$ cat config.mk
export PLATFORM = sky130hd
export DESIGN_NAME = dmem_arbiter
export DESIGN_NICKNAME = d
export VERILOG_FILES = /design/src/rtl/dmem_arbiter_pkg.sv /design/src/rtl/dmem_arbiter_lane_align.sv /design/src/rtl/dmem_arbiter.sv
export SDC_FILE = /design/constraint.sdc
export NUM_CORES = 1
export LEC_CHECK = 0
export CORE_MARGIN = 1
export CORE_UTILIZATION = 45
export CTS_BUF_LIST = sky130_fd_sc_hd__clkbuf_8 sky130_fd_sc_hd__clkbuf_16
export CTS_CLUSTER_SIZE = 28
export DETAILED_ROUTE_END_ITERATION = 7
export PLACE_DENSITY = 0.81
export SLEW_MARGIN = 10
export SYNTH_ARGS = -nofsm -noshare
export SYNTH_HDL_FRONTEND = slang
export SYNTH_SLANG_ARGS = --single-unit
$ cat constraint.sdc
create_clock -name clk -period 2.36 [get_ports clk]
set_input_delay 0.472 -clock clk [delete_from_list [all_inputs] [get_ports clk]]
set_output_delay 0.472 -clock clk [all_outputs]
set_load 0.1 [all_outputs]
$ cat src/rtl/dmem_arbiter_pkg.sv
// Shared encodings and types for the data-memory arbiter.
package dmem_arbiter_pkg;

   // Access size encodings on req_size
   localparam logic [1:0] SIZE_B = 2'b00;
   localparam logic [1:0] SIZE_H = 2'b01;
   localparam logic [1:0] SIZE_W = 2'b10;
   localparam logic [1:0] SIZE_X = 2'b11;

   // Transaction FSM states
   localparam logic [1:0] IDLE   = 2'd0;
   localparam logic [1:0] ACCESS = 2'd1;
   localparam logic [1:0] WRITE  = 2'd2;
   localparam logic [1:0] RESP   = 2'd3;

   // Control fields latched from the granted requester
   typedef struct packed {
      logic       we;
      logic [1:0] size;
      logic       uns;
      logic [1:0] lane;
   } req_ctrl_t;

endpackage

$ cat src/rtl/dmem_arbiter_lane_align.sv
// Byte-lane logic: load extraction/extension, sub-word store merge, alignment check.
module dmem_arbiter_lane_align
   import dmem_arbiter_pkg::*;
#(
   parameter int unsigned DATA_WIDTH = 32
) (
   input  logic [1:0]            size,
   input  logic [1:0]            lane,
   input  logic                  uns,
   input  logic [DATA_WIDTH-1:0] mem_rdata,
   input  logic [DATA_WIDTH-1:0] wdata,
   output logic [DATA_WIDTH-1:0] load_data_c,
   output logic [DATA_WIDTH-1:0] merge_data_c,
   output logic                  err_c
);

   localparam int unsigned SHW = $clog2(DATA_WIDTH);

   logic [SHW-1:0]        shamt;
   logic [DATA_WIDTH-1:0] shifted;
   logic [DATA_WIDTH-1:0] byte_mask;
   logic [DATA_WIDTH-1:0] half_mask;

   assign shamt     = SHW'({lane, 3'b000});
   assign shifted   = mem_rdata >> shamt;
   assign byte_mask = DATA_WIDTH'(8'hFF) << shamt;
   assign half_mask = DATA_WIDTH'(16'hFFFF) << shamt;

   // Illegal size or misaligned half/word
   always_comb begin
      err_c = (size == SIZE_X) ||
              ((size == SIZE_H) && lane[0]) ||
              ((size == SIZE_W) && (lane != 2'b00));
   end

   // Load path: pick the lane and sign/zero extend
   always_comb begin
      load_data_c = '0;
      case (size)
         SIZE_B:  load_data_c = {{(DATA_WIDTH-8){shifted[7] & ~uns}}, shifted[7:0]};
         SIZE_H:  load_data_c = {{(DATA_WIDTH-16){shifted[15] & ~uns}}, shifted[15:0]};
         SIZE_W:  load_data_c = mem_rdata;
         default: load_data_c = '0;
      endcase
   end

   // Store path: merge right-aligned store data into the current word
   always_comb begin
      merge_data_c = wdata;
      case (size)
         SIZE_B:  merge_data_c = (mem_rdata & ~byte_mask) |
                                 ((wdata & DATA_WIDTH'(8'hFF)) << shamt);
         SIZE_H:  merge_data_c = (mem_rdata & ~half_mask) |
                                 ((wdata & DATA_WIDTH'(16'hFFFF)) << shamt);
         default: merge_data_c = wdata;
      endcase
   end

endmodule

$ cat src/rtl/dmem_arbiter.sv
// Two-port round-robin arbiter in front of a single-port word data memory.
module dmem_arbiter
   import dmem_arbiter_pkg::*;
#(
   parameter int unsigned ADDR_WIDTH     = 32,
   parameter int unsigned MEM_ADDR_WIDTH = 10,
   parameter int unsigned DATA_WIDTH     = 32
) (
   input  logic                      clk,
   input  logic                      rst,
   input  logic [1:0]                req_valid,
   output logic [1:0]                req_ready,
   input  logic [1:0]                req_we,
   input  logic [3:0]                req_size,
   input  logic [1:0]                req_unsigned,
   input  logic [2*ADDR_WIDTH-1:0]   req_addr,
   input  logic [2*DATA_WIDTH-1:0]   req_wdata,
   output logic [1:0]                rsp_valid,
   output logic                      rsp_err,
   output logic [DATA_WIDTH-1:0]     rsp_rdata,
   output logic                      mem_we,
   output logic [MEM_ADDR_WIDTH-1:0] mem_addr,
   output logic [DATA_WIDTH-1:0]     mem_wdata,
   input  logic [DATA_WIDTH-1:0]     mem_rdata
);

   logic [1:0]                state_q, state_n;
   logic                      last_grant_q, last_grant_n;
   logic                      grant_q, grant_n;
   req_ctrl_t                 ctrl_q, ctrl_n;
   logic [MEM_ADDR_WIDTH-1:0] waddr_q, waddr_n;
   logic [DATA_WIDTH-1:0]     wdata_q, wdata_n;
   logic [DATA_WIDTH-1:0]     merge_q, merge_n;
   logic [1:0]                rsp_valid_n;
   logic                      rsp_err_n;
   logic [DATA_WIDTH-1:0]     rsp_rdata_n;

   logic                      sel_c;
   logic [ADDR_WIDTH-1:0]     sel_addr_c;
   logic [DATA_WIDTH-1:0]     load_data_c;
   logic [DATA_WIDTH-1:0]     merge_data_c;
   logic                      err_c;
   logic                      unused_addr_bits;

   // Lane logic always works on the latched request and the current memory word
   dmem_arbiter_lane_align #(
      .DATA_WIDTH (DATA_WIDTH)
   ) u_lane_align (
      .size         (ctrl_q.size),
      .lane         (ctrl_q.lane),
      .uns          (ctrl_q.uns),
      .mem_rdata    (mem_rdata),
      .wdata        (wdata_q),
      .load_data_c  (load_data_c),
      .merge_data_c (merge_data_c),
      .err_c        (err_c)
   );

   assign sel_addr_c       = req_addr[sel_c*ADDR_WIDTH +: ADDR_WIDTH];
   assign unused_addr_bits = ^sel_addr_c[ADDR_WIDTH-1:MEM_ADDR_WIDTH+2];
   assign mem_addr         = waddr_q;
   assign mem_wdata        = (state_q == WRITE) ? merge_q : wdata_q;

   // Round-robin pick: on contention the port not granted last time wins
   always_comb begin
      sel_c = ~req_valid[0];
      if (req_valid == 2'b11) begin
         sel_c = ~last_grant_q;
      end
   end

   // Next-state and memory/handshake decode
   always_comb begin
      state_n      = state_q;
      last_grant_n = last_grant_q;
      grant_n      = grant_q;
      ctrl_n       = ctrl_q;
      waddr_n      = waddr_q;
      wdata_n      = wdata_q;
      merge_n      = merge_q;
      rsp_valid_n  = '0;
      rsp_err_n    = rsp_err;
      rsp_rdata_n  = rsp_rdata;
      req_ready    = '0;
      mem_we       = 1'b0;

      case (state_q)
         IDLE: begin
            if (|req_valid) begin
               req_ready    = 2'b01 << sel_c;
               grant_n      = sel_c;
               last_grant_n = sel_c;
               ctrl_n.we    = req_we[sel_c];
               ctrl_n.size  = req_size[2*sel_c +: 2];
               ctrl_n.uns   = req_unsigned[sel_c];
               ctrl_n.lane  = sel_addr_c[1:0];
               waddr_n      = sel_addr_c[MEM_ADDR_WIDTH+1:2];
               wdata_n      = req_wdata[sel_c*DATA_WIDTH +: DATA_WIDTH];
               state_n      = ACCESS;
            end
         end
         ACCESS: begin
            rsp_err_n   = 1'b0;
            rsp_rdata_n = '0;
            if (err_c) begin
               rsp_err_n   = 1'b1;
               rsp_valid_n = 2'b01 << grant_q;
               state_n     = RESP;
            end else if (!ctrl_q.we) begin
               rsp_rdata_n = load_data_c;
               rsp_valid_n = 2'b01 << grant_q;
               state_n     = RESP;
            end else if (ctrl_q.size == SIZE_W) begin
               mem_we      = 1'b1;
               rsp_valid_n = 2'b01 << grant_q;
               state_n     = RESP;
            end else begin
               merge_n = merge_data_c;
               state_n = WRITE;
            end
         end
         WRITE: begin
            mem_we      = 1'b1;
            rsp_valid_n = 2'b01 << grant_q;
            state_n     = RESP;
         end
         RESP: begin
            rsp_err_n   = 1'b0;
            rsp_rdata_n = '0;
            state_n     = IDLE;
         end
         default: begin
            state_n = IDLE;
         end
      endcase

      // A reset cycle must neither accept nor write
      if (rst) begin
         req_ready = '0;
         mem_we    = 1'b0;
      end
   end

   // State and response registers
   always_ff @(posedge clk) begin
      if (rst) begin
         state_q      <= IDLE;
         last_grant_q <= 1'b1;
         grant_q      <= 1'b0;
         ctrl_q       <= '0;
         waddr_q      <= '0;
         wdata_q      <= '0;
         merge_q      <= '0;
         rsp_valid    <= '0;
         rsp_err      <= 1'b0;
         rsp_rdata    <= '0;
      end else begin
         state_q      <= state_n;
         last_grant_q <= last_grant_n;
         grant_q      <= grant_n;
         ctrl_q       <= ctrl_n;
         waddr_q      <= waddr_n;
         wdata_q      <= wdata_n;
         merge_q      <= merge_n;
         rsp_valid    <= rsp_valid_n;
         rsp_err      <= rsp_err_n;
         rsp_rdata    <= rsp_rdata_n;
      end
   end

endmodule

==> After elaboration in Yosys (flattened, before gate mapping) <==
Index checks and enable logic that the tools add are counted.
{ "totals": {"reg_bits": 119, "latch_bits": 0, "ram_bits": 0, "mem_bits_ro": 0, "inputBits": 172, "elab_cells": 86, "n_memories": 0} }
{ "op_classes": {"addsub": 0, "multipliers": 0, "n_div": 0, "magnitude_cmp": 1, "eq_ne": 8, "shift": 10, "mux": 30, "bitwise": 13, "reduce_logical": 11} }
{ "ops": {"columns": ["operator", "n"], "rows": [
  ["$pmux 32 s2", 2],
  ["$mux 32", 3],
  ["$pmux 32 s3", 1],
  ["$and 32x32->32", 2],
  ["$not 32->32", 2],
  ["$or 32x32->32", 2],
  ["$shiftx 64x7->12", 1],
  ["$shiftx 64x7->32", 1],
  ["$shl 16x5->32", 1],
  ["$shl 16x5->32 const A", 1],
  ["$shl 8x5->32", 1],
  ["$shl 8x5->32 const A", 1],
  ["$shr 32x5->16", 1],
  ["$mux 2", 7],
  ["$mux 1", 13],
  ["$eq 2x2->1 const B", 5],
  ["$pmux 2 s4", 1],
  ["$not 1->1", 5],
  ["$eq 2x1->1 const B", 2],
  ["$logic_not 2->1", 2],
  ["$pmux 1 s2", 2],
  ["$pmux 2 s2", 1],
  ["$reduce_and 4->1", 1],
  ["$reduce_bool 2->1", 2],
  ["other kinds (9)", 13]
]} }

==> Longest topological paths before layout <==
{ "depth": {"word_depth": 7, "ltp_mapped": 10} }

==> Hierarchy <==
From an unflattened synthesis, not the netlist that was laid out.
{ "unflattened": {"cells_unflattened": 885, "hier_area_um2": 7280.7} }
{ "modules_own_cells": {"columns": ["mod", "instances", "cells_each", "area_per_inst_um2", "seq_area_each_um2"], "rows": [
  ["dmem_arbiter", 1, 592, 5524.0, 2382.3],
  ["dmem_arbiter_lane_align", 1, 293, 1756.7, 0.0]
]} }

==> Worst setup path before layout <==
OpenSTA, ideal clock, no wires.
{ "synth_path": {"path_kind": "input to output", "start": "input port rst", "end": "output port req_ready[0]", "arrival_ns": 3.130, "t_required_ns": 1.888, "slack_ns": -1.242, "cell_stages": 3, "path_cell_list": "clkbuf_1 clkbuf_1 nor3b_1"} }
{ "synth_between": {"elab_chain_cells": 1} }
{ "synth_rtl": {"columns": ["item", "line", "text"], "rows": [
  ["from (decl)", "dmem_arbiter.sv:10", "input logic rst,"],
  ["$mux 2", "dmem_arbiter.sv:138", "if (rst) begin"],
  ["to (decl)", "dmem_arbiter.sv:12", "output logic [1:0] req_ready,"]
]} }
No other way between the ends.

==> Worst setup path in the final report <==
{ "layout_path": {"start": "register state_q[0]", "end": "output port mem_wdata[10]"} }
{ "layout_between": {"elab_chain_cells": 2} }
{ "layout_rtl": {"columns": ["item", "line", "text"], "rows": [
  ["from (decl)", "dmem_arbiter.sv:27", "logic [1:0] state_q, state_n;"],
  ["from (signal assigned)", "dmem_arbiter.sv:158", "state_q <= state_n;"],
  ["$eq 2x2->1", "dmem_arbiter.sv:62", "assign mem_wdata = (state_q == WRITE) ? merge_q : wdata_q;"],
  ["$mux 32", "dmem_arbiter.sv:62", null],
  ["to (decl)", "dmem_arbiter.sv:23", "output logic [DATA_WIDTH-1:0] mem_wdata,"]
]} }
No other way between the ends.

==> flow_summary.ini <==
[pwr]
p_clk_share_pct = 16.0
switchingPower_uw = 8571
p_int_uw = 7851
pwr-share-comb_pct = 64.0
pwr_density_cell_nw_per_um2 = 1627
p_leak_uw = 0.003916
netSwitchingFraction_pct = 52.19
p_total_uw = 16420
share_seq_of_total_power_pct = 20.0
vdd_drop_max_mv = 0.9413

[synth]
syn_inst = 769
syn-num-nets = 950
synth_cell_types = 56
synth-edff-count = 0
yosysSeqAreaShare_pct = 34.62
ys_ff_latch = 119
async_reset_ff_share_pct = 0
synth_common_cells = dfxtp_1, nor2_1, mux2i_1
yosys-top-cells-area = dfxtp_1, mux2i_1, a211oi_1
synth_flop_cell = dfxtp_1
syn_avg_cell_area_um2 = 8.949
yosysMostFrequentCell = dfxtp_1
synth_top_cell_by_area = dfxtp_1
netlist.area_leader.share_pct = 34.62
mappedNetlistArea_um2 = 6882
yosys_warnings = 0

[route]
via_per_inst = 6.017
drt-met1-wl_um = 8725
top_layer = met4
vias = 6896
drc = 15
drt_iter0_drc = 582
dr.pass1.iters = 8
routed_wl_um = 21610
post_drt_wl_per_cell_um = 18.85
wl_met3_um = 1416
ant_nets = 0
route.met2.wl_um = 10750

[final_layout]
diodes = 0
layout-drive-gt1-share_pct = 23.28
area_delta_synth_final_pct = 46.71
fin_nets = 1131
nFillCells = 1163
final_cells = 1146

[sta]
setup_violations = 0
finalCritPeriodShare_pct = 97.72
clock.fmax_mhz = 433.6
drv_slew = 0
hold_viol_final = 0
hold_slack_ns = 0.4141
tightest_slew_ns = 1.016
period_needed_ns = 2.306
relSlewSlack_pct = 32.03
finalClockSkew_ns = 0.007848

[status]
status = finished, violations left
violations = DRC

[critical_path]
critPathMaxFanout = 17
critPathRequiredTime_ns = 1.89
end_kind = primary output
rrSetupSlack_ns = 0.27
rr_startpoint = ctrl_q[0]
reg2reg_depth = 6
worstSetupPathType = flop to primary output
startpoint_type = flop
crit_arrival_ns = 1.83
r2r_end = merge_q[16]

[die]
dieArea_um2 = 15790
coreArea_um2 = 14750
rows = 44
die_y_um = 125.7
io_pins = 252
start_util_pct = 46.64
die_width_um = 125.7

[clock_network]
path_clk_slew_ns = 0.05
cts.sinks = 119
cts_inserted_buffers = 17
clk_path_buf_depth = 2
htree_num_levels = 4
clkLatencyLatePin_ns = 0.42
cts_tree = built
hold_buffers = 0
root_buffer = clkbuf_16

[place]
place_inst = 1113
portBuffers = 211
place_congestion = 0.8893
place_hpwl_um = 15380

[global_routing]
track_usage_pct = 26.79
grt_overflow = 0
antenna_found_initial = 0
first_global_vias = 6438
grt_pass1_wl_um = 33310
grt_max_degree = 98

[min_path]
min_from = grant_q
hold_end = rsp_valid[0]
hp-class = flop to flop
hold_depth = 1

[flow_run]
cap_violations = 0
-- critical path, cell delays in order, from the launching register on --
cell and delay, ns:
dfxtp_2 0.35, inv_2 0.10, ha_4 0.19, clkbuf_16 0.21, mux2_2 0.38, buf_12 0.17
-- metal layers --
layer,vias to the layer above,track usage (%)
met2,317,46.21
met4,0,11.69
met3,52,4.970
met5,-,0
li1,3271,-
met1,3256,32.55
-- layout make-up --
class,count,area [um^2],area share [%]
multi-input cells,551,4124,40.85
flip-flops and latches,119,2392,23.70
clock buffers,20,466.7,4.623
inverters,17,63.81,0.6321
clock inverters,11,131.4,1.301
repair buffers,244,2688,26.62
well taps,184,230.2,2.280
-- stage by stage --
stage	area, um^2	setup TNS, ns	setup slack [ns]	util (%)
after floorplan	6913	0	0.01407	-
after global placement	9429	0	0.1078	63.91
after detailed placement	9429	0	0.06870	63.91
after CTS	10030	-0.02417	-0.02325	68.01
after global routing	10100	-0.0001379	-0.0001379	68.43
final	10100	0	0.05393	68.43
-- power groups by stage --
| stage | registers, uW | logic [uW] | clock network, uW |
|---|---|---|---|
| floorplan | 4860 | 5860 | 0 |
| global route | 3350 | 11000 | 2740 |
| detailed placement | 3280 | 10300 | 0 |
| finish | 3290 | 10500 | 2630 |
| CTS | 3250 | 10400 | 2660 |
| global placement | 3250 | 10200 | 0 |
-- repair_timing --
| action | 4_1_cts | 5_1_grt |
|---|---|---|
| setup endpoints to repair | 33 | 32 |
| gates cloned | 0 | 1 |
| gates resized for setup | 5 | 8 |
| buffers inserted | 0 | 1 |
| pin swaps | 0 | 2 |
-- worst max-delay path by stage --
stage               cells past startpoint          start            end  slack [ns]
detailed placement                      5  mem_rdata[31]  rsp_rdata[30]        0.07
global placement                        5  mem_rdata[23]  rsp_rdata[12]        0.11
finish                                  5     state_q[0]  mem_wdata[10]        0.05
floorplan                               9      ctrl_q[1]         mem_we        0.01
CTS                                     7     state_q[1]         mem_we       -0.02
global route                            5      ctrl_q[4]         mem_we     -0.0001
-- flip-flops by register name, summed over array words and instances (netlist names) --
register and count:
rsp_valid 2, rsp_err 1, ctrl_q 6, merge_q 32, last_grant_q 1, grant_q 1
mem_addr 10, rsp_rdata 32, state_q 2, wdata_q 32
-- cells by family (layout without fill, tap and decap cells) --
family | Yosys count | count (layout) | share of synthesized area [%]
compound gates | 221 | 221 | 26.82
fa+ha+maj | 9 | 9 | 1.636
buf+inv | 99 | 292 | 6.545
flops | 119 | 119 | 34.62
mux | 100 | 100 | 15.31
simple gates | 221 | 221 | 15.07
-- layout by cell type (no fill, tap or decap), types with 5 or more instances in the layout --
cell type / count
o221a_2: 8
a21oi_1: 17
nor2_1: 106
dfxtp_1: 115
a22o_1: 15
a221o_1: 7
nor2b_1: 12
o2bb2ai_1: 8
clkinv_2: 5
inv_1: 15
a211oi_1: 65
a221oi_1: 19
o21ai_0: 16
a222oi_1: 8
nand3_1: 7
clkdlybuf4s50_1: 130
a22oi_1: 24
buf_12: 41
a221oi_2: 13
mux2i_1: 67
a2111oi_0: 8
buf_4: 72
ha_1: 6
nor4b_1: 7
mux2_2: 32
clkbuf_16: 18
nor3_1: 27
nand2_1: 39
(Power assumes the default switching activity.)
